$ cat config.mk
export PLATFORM = sky130hd
export DESIGN_NAME = vc_pmem_arbiter
export DESIGN_NICKNAME = d
export VERILOG_FILES = /design/src/rtl/lc3b_types_pkg.sv /design/src/rtl/vc_arb_age_ctr.sv /design/src/rtl/vc_pmem_arbiter.sv
export SDC_FILE = /design/constraint.sdc
export NUM_CORES = 1
export LEC_CHECK = 0
export CAP_MARGIN = 40
export CORE_AREA = 5 5 212 214
export CTS_BUF_LIST = sky130_fd_sc_hd__clkbuf_8 sky130_fd_sc_hd__clkbuf_16
export CTS_CLUSTER_SIZE = 10
export DETAILED_ROUTE_END_ITERATION = 10
export DIE_AREA = 0 0 217 219
export GPL_TIMING_DRIVEN = 0
export PLACE_DENSITY_LB_ADDON = 0.2
export SYNTH_ARGS = -nofsm -noshare
export SYNTH_HDL_FRONTEND = slang
export SYNTH_SLANG_ARGS = --single-unit
$ cat constraint.sdc
create_clock -name clk -period 3.8 [get_ports clk]
set_input_delay 0.95 -clock clk [delete_from_list [all_inputs] [get_ports clk]]
set_output_delay 0.95 -clock clk [all_outputs]
set_load 0.01 [all_outputs]
$ cat src/rtl/lc3b_types_pkg.sv
`default_nettype none
// ============================================================================
//  Module      : lc3b_types (package)
//  Description : Shared LC-3b memory-hierarchy types. Holds the line-address
//                width and the state/owner encodings used by the physical
//                memory arbiter that sits between the L2 and victim cache.
//  Revision    : 1.0  initial release
// ============================================================================
package lc3b_types;

    localparam int c_line_addr_w = 12;
    localparam int c_line_data_w = 128;
    localparam int c_age_w       = 3;

    typedef logic [c_line_addr_w-1:0] line_addr_t;
    typedef logic [c_line_data_w-1:0] line_data_t;

    typedef enum logic [1:0] {
        IDLE = 2'd0,
        RD   = 2'd1,
        WR   = 2'd2,
        ACK  = 2'd3
    } vc_arb_state_t;

    typedef enum logic {
        OWN_L2 = 1'b0,
        OWN_VC = 1'b1
    } vc_arb_owner_t;

endpackage
`default_nettype wire

$ cat src/rtl/vc_arb_age_ctr.sv
`default_nettype none
// ============================================================================
//  Module      : vc_arb_age_ctr
//  Description : Saturating starvation counter. Counts L2 grants handed out
//                while a victim-cache writeback is waiting; clear wins over
//                increment.
//  Revision    : 1.0  initial release
// ============================================================================
module vc_arb_age_ctr #(
    parameter int CNT_W = 3
) (
    input  logic             clk,
    input  logic             rst_n,
    input  logic             i_inc,
    input  logic             i_clr,
    output logic [CNT_W-1:0] o_count
);

    logic [CNT_W-1:0] r_count;

    // Saturate at all-ones so a long L2 burst cannot wrap back to zero.
    always_ff @(posedge clk or negedge rst_n) begin
        if (!rst_n) begin
            r_count <= '0;
        end else if (i_clr) begin
            r_count <= '0;
        end else if (i_inc && (r_count != {CNT_W{1'b1}})) begin
            r_count <= r_count + 1'b1;
        end
    end

    assign o_count = r_count;

endmodule
`default_nettype wire

$ cat src/rtl/vc_pmem_arbiter.sv
`default_nettype none
// ============================================================================
//  Module      : vc_pmem_arbiter
//  Description : Arbitrates the single pmem port between L2 fill reads and
//                victim-cache dirty writebacks. One transfer at a time;
//                a writeback to the same line as a pending fill goes first.
//                Optional anti-starvation for writebacks is enabled with the
//                VC_ARB_FAIRNESS_EN macro.
//  Revision    : 1.0  initial release
// ============================================================================
module vc_pmem_arbiter
    import lc3b_types::*;
#(
    parameter int STARVE_MAX = 4
) (
    input  logic         clk,
    input  logic         rst_n,
    // L2 fill side
    input  logic         l2_read,
    input  logic [11:0]  l2_address,
    output logic [127:0] l2_rdata,
    output logic         l2_ack,
    // victim-cache writeback side
    input  logic         vc_write,
    input  logic [11:0]  vc_address,
    input  logic [127:0] vc_wdata,
    output logic         vc_ack,
    // physical memory
    output logic         pmem_read,
    output logic         pmem_write,
    output logic [11:0]  pmem_address,
    output logic [127:0] pmem_wdata,
    input  logic [127:0] pmem_rdata,
    input  logic         pmem_resp,
    output logic         busy
);

    localparam logic [c_age_w-1:0] c_starve_max = c_age_w'(STARVE_MAX);

    vc_arb_state_t     r_state;
    vc_arb_owner_t     r_owner;
    line_addr_t        r_addr;
    line_data_t        r_wdata;
    line_data_t        r_rdata;
    logic              r_l2_ack;
    logic              r_vc_ack;
    logic              r_pmem_read;
    logic              r_pmem_write;
    logic              r_busy;

    logic              w_hazard;
    logic              w_starved;
    logic              w_fair_en;
    logic              w_grant_vc;
    logic              w_grant_l2;
    logic [c_age_w-1:0] w_age_count;

    // Same-line hazard: writeback must land before the fill reads the line.
    assign w_hazard   = (l2_address == vc_address);

    // Writeback wins when alone, on a hazard, or when it has waited too long.
    assign w_starved  = w_fair_en && (w_age_count == c_starve_max);
    assign w_grant_vc = vc_write && (!l2_read || w_hazard || w_starved);
    assign w_grant_l2 = l2_read && !w_grant_vc;

`ifdef VC_ARB_FAIRNESS_EN
    logic w_age_inc;
    logic w_age_clr;

    // Count L2 wins that happen while a writeback is waiting; reset the age
    // whenever the writeback is served or nobody is waiting.
    assign w_fair_en = 1'b1;
    assign w_age_inc = (r_state == IDLE) && w_grant_l2 && vc_write;
    assign w_age_clr = (r_state == IDLE) && (w_grant_vc || !vc_write);

    vc_arb_age_ctr #(
        .CNT_W   (c_age_w)
    ) u_age_ctr (
        .clk     (clk),
        .rst_n   (rst_n),
        .i_inc   (w_age_inc),
        .i_clr   (w_age_clr),
        .o_count (w_age_count)
    );
`else
    // Strict L2 priority: no age tracking, starvation never asserts.
    assign w_fair_en   = 1'b0;
    assign w_age_count = '0;
`endif

    // Transfer sequencer: grant in IDLE, hold the pmem command until the
    // response, then a single ACK cycle back to the winner.
    always_ff @(posedge clk or negedge rst_n) begin
        if (!rst_n) begin
            r_state      <= IDLE;
            r_owner      <= OWN_L2;
            r_addr       <= '0;
            r_wdata      <= '0;
            r_rdata      <= '0;
            r_l2_ack     <= 1'b0;
            r_vc_ack     <= 1'b0;
            r_pmem_read  <= 1'b0;
            r_pmem_write <= 1'b0;
            r_busy       <= 1'b0;
        end else begin
            r_l2_ack <= 1'b0;
            r_vc_ack <= 1'b0;
            case (r_state)
                IDLE: begin
                    if (w_grant_vc) begin
                        r_state      <= WR;
                        r_owner      <= OWN_VC;
                        r_addr       <= vc_address;
                        r_wdata      <= vc_wdata;
                        r_pmem_write <= 1'b1;
                        r_busy       <= 1'b1;
                    end else if (w_grant_l2) begin
                        r_state      <= RD;
                        r_owner      <= OWN_L2;
                        r_addr       <= l2_address;
                        r_pmem_read  <= 1'b1;
                        r_busy       <= 1'b1;
                    end
                end
                RD: begin
                    if (pmem_resp) begin
                        r_state     <= ACK;
                        r_rdata     <= pmem_rdata;
                        r_pmem_read <= 1'b0;
                        r_l2_ack    <= (r_owner == OWN_L2);
                        r_vc_ack    <= (r_owner == OWN_VC);
                    end
                end
                WR: begin
                    if (pmem_resp) begin
                        r_state      <= ACK;
                        r_pmem_write <= 1'b0;
                        r_l2_ack     <= (r_owner == OWN_L2);
                        r_vc_ack     <= (r_owner == OWN_VC);
                    end
                end
                ACK: begin
                    r_state <= IDLE;
                    r_busy  <= 1'b0;
                end
                default: begin
                    r_state      <= IDLE;
                    r_pmem_read  <= 1'b0;
                    r_pmem_write <= 1'b0;
                    r_busy       <= 1'b0;
                end
            endcase
        end
    end

    assign l2_rdata     = r_rdata;
    assign l2_ack       = r_l2_ack;
    assign vc_ack       = r_vc_ack;
    assign pmem_read    = r_pmem_read;
    assign pmem_write   = r_pmem_write;
    assign pmem_address = r_addr;
    assign pmem_wdata   = r_wdata;
    assign busy         = r_busy;

endmodule
`default_nettype wire
==> results.md <==
* Status: finished, final reports clean
* Worst ir drop on vdd at around 0.43 mV
* R2R depth at 6
* Worst reg-to-reg setup slack at between 1000 and 1500 ps
* Fraction of synthesized area in multiplexers at between 20% and 30%
* Xor/xnor share of the synthesized area at less than 1%
* Layout cell share with drive strength beyond 1 at around 16%
* Ys async rst share at 100%
* Detailed-placement wirelength estimate at 28300 um
* Initial antenna violation count at 2
* Global route overflow at 0
* Relative slew slack at between 50% and 60%
* Core Box Area at between 40000 and 50000 sq um
* First-pass GRT wire length at 54300 um
* Port-buffer cells at 557
* Post-synthesis sequential area ratio at roughly 65%
* H-Tree Depth at 2
* Clock Tree Buf Depth at 3
* CTS tree: yes
* Mapped Area at roughly 11000 sq um
* LEAKAGE at 7.53 nW
* GPL Wtd Cong at about 0.76
* Total power at 0.0148 W
* # fillers at 4035
* Total track usage at between 10% and 20%
* Routed WL at roughly 36000 um
* I/O Pins at approximately 560
* FP Rows at 76
* Synth cell count leaders: dfrtp_1, mux2_2, mux2_1
* Fmax at about 0.32 GHz
* Tmin final at about 3200 ps
* Biggest area consumer among synthesized cells: dfrtp_1
* PwrDens at a little over 800 nW/um^2
* Arr. time, crit path at around 3500 ps
* Synth Area in Simple Gates at 1.43%
* Die width at 217 um
* Flops & latches, synth at about 280
* Unrepaired setup endpoints after global routing: no
* Area Overhead vs Synth at 70.1%
* Tcrit/Tclk final at between 80% and 90%
* TritonCTS Sinks at around 280
* Yosys cell types at 27
* Top cell type's share of synthesized area at roughly two thirds
* Adder-cell area share of the yosys netlist at less than 1%
* Remaining DRCs at 0
* RR Startpoint: r_state[1]$_DFFE_PN0P_
* Top-count cell post-synth: dfrtp_1
* Hold Path Class: in -> async
* CP startpoint kind: primary input
* Clock slew at reported path FFs at roughly 50 ps
* Vias in the first global route at roughly 8600
* Top cells by area, synth: dfrtp_1, mux2_2, mux2_1, mux2i_1, xnor2_1
* Largest net degree at the start of global routing at ~110
* Cts repair resizes at 0
* RR Endpoint: l2_rdata[29]$_DFFE_PN0P_
* Worst Path Required at between 4000 and 5000 ps
* Clk Latency, worst-skew pair at 530 ps
* Synth Net Count at 946
* Slew Limit Fails at 0
* Post-synth EDFFs at 0
* Cts hold-fix bufs at 0
* Post-Route Utilization at between 40 and 50%
* Crit Path Category: in -> reg
* DRT antenna net count at 0
* CTS Root Cell: clkbuf_16
* CP Max Fanout at 10
* DRT Pass-1 Iters at 4
* Setup Buffers After CTS at 0
* Syn Area/Cell at around 16 sq um
* Worst Max-Slew Pin Slew at ~740 ps
* Avg WL per Cell at 20.0 um
* Vias at 7585
* Starting Density at approximately 25%
* Largest family of logic cells by synthesized area: multiplexers
* Skew final at 11.0 ps
* Top_reg_cell synth: dfrtp_1
* Fin nets at ~1500
* Post-Synthesis Cells at about 660
* Complex-gate fraction of the synthesized area at between 1 and 1.5%
* Die H at about 220 um
* DR iter-0 viols at roughly 270
* Final setup fails at 0
* Die Area at between 40000 and 50000 sq um
* Cts bufs inserted at 36
* Via/cell ratio at 4.16
* Yosys warns at 0
* Final hold viol count at 0
* Crit path capture type: flip-flop
* Max cap viols at 0
-- worst max-delay path by stage --
stage	from	end	slack [ps]	depth (start not counted)
2_1_floorplan	vc_address[3]	pmem_wdata[0]$_DFFE_PN0P_	1120	7
3_3_place_gp	rst_n	pmem_wdata[110]$_DFFE_PN0P_	-11140	1
3_5_place_dp	vc_address[9]	pmem_wdata[124]$_DFFE_PN0P_	60	8
4_1_cts	vc_address[9]	pmem_wdata[24]$_DFFE_PN0P_	640	8
5_1_grt	vc_address[10]	pmem_wdata[123]$_DFFE_PN0P_	510	8
6_report	vc_address[9]	pmem_wdata[24]$_DFFE_PN0P_	650	8
-- layout by cell type (no fill, tap or decap) --
master           instances
inv_6                    2
dfrtp_1                276
nand4_1                  2
a21oi_1                 11
nand2b_1                 1
o311ai_0                 1
o41ai_4                  1
clkbuf_16               37
o21ai_0                  5
nand3_1                  2
buf_8                    1
buf_6                    2
buf_16                   2
o21a_1                   1
o41ai_1                  1
o22ai_1                  1
inv_1                   19
o211ai_1                 1
mux2i_1                 12
o22a_1                   1
and3_1                   1
clkinv_2                 1
mux2_1                 109
mux2_2                 147
clkbuf_1                17
diode_2                  3
nand2_1                 14
buf_4                   10
clkbuf_8                 3
xnor2_1                 12
nor2_1                  15
bufinv_16                1
clkdlybuf4s50_1        556
ha_1                     5
buf_2                    3
nand3b_1                 1
-- critical path, cell delays in order --
cell	delay (ps)
clkdlybuf4s50_1	520
xnor2_1	140
nand4_1	250
o41ai_4	600
nand2_1	240
buf_2	270
buf_4	220
mux2_1	330
-- area by class of cell --
cell class	instances	area [sq um]	area share, %
flip-flops and latches	276	6910	38.4
repair buffers	560	5650	31.4
multi-input cells	344	3480	19.3
clock buffers	40	967	5.38
well taps	546	683	3.80
plain buffers	31	165	0.919
clock inverters	18	105	0.585
inverters	5	18.8	0.104
diodes	3	7.51	0.0418
-- per-layer routing --
metal | GRT usage [%] | part of all wire, % | vias to the layer above
met5 | 0 | 0 | -
met4 | 5.25 | 2.4 | 0
li1 | - | - | 3504
met2 | 25.8 | 51 | 314
met3 | 6.98 | 11 | 49
met1 | 16.1 | 36 | 3718
-- flip-flops by register name, summed over array words and instances, names as in the netlist --
| name | count |
|---|---|
| busy | 1 |
| l2_ack | 1 |
| r_owner | 1 |
| pmem_wdata | 128 |
| r_state | 2 |
| pmem_read | 1 |
| pmem_write | 1 |
| l2_rdata | 128 |
| pmem_address | 12 |
| vc_ack | 1 |
-- where the power goes --
part	total, W	switching [W]	internal [W]
registers	0.00518	0.000736	0.00444
logic	0.00653	0.00258	0.00395
clock network	0.00311	0.00124	0.00187
-- cell families (layout without fill, tap and decap cells) --
logic type | after synthesis | after routing
multiplexers | 268 | 268
other | 0 | 3
AND/OR/NAND/NOR | 36 | 36
buffers and inverters | 36 | 654
AO/OA/AOI/OAI | 23 | 23
XOR/XNOR | 12 | 12
flip-flops | 276 | 276
adder cells (fa/ha/maj) | 5 | 5
-- stage by stage --
stage / cell area [sq um] / setup slack [ps] / instances / TNS [ps] / hold slack [ps]
after CTS: 18000 / 641 / 1820 / 0 / 386
after floorplan: 10600 / 1120 / 656 / 0 / 414
after detailed placement: 16900 / 60.9 / 1762 / 0 / 446
after global routing: 18000 / 505 / 1822 / 0 / 426
final: 18000 / 649 / 1823 / 0 / 414
after global placement: 16800 / -11140 / 1759 / -3065610 / 434
No activity file was read; power rests on OpenSTA's default activity.
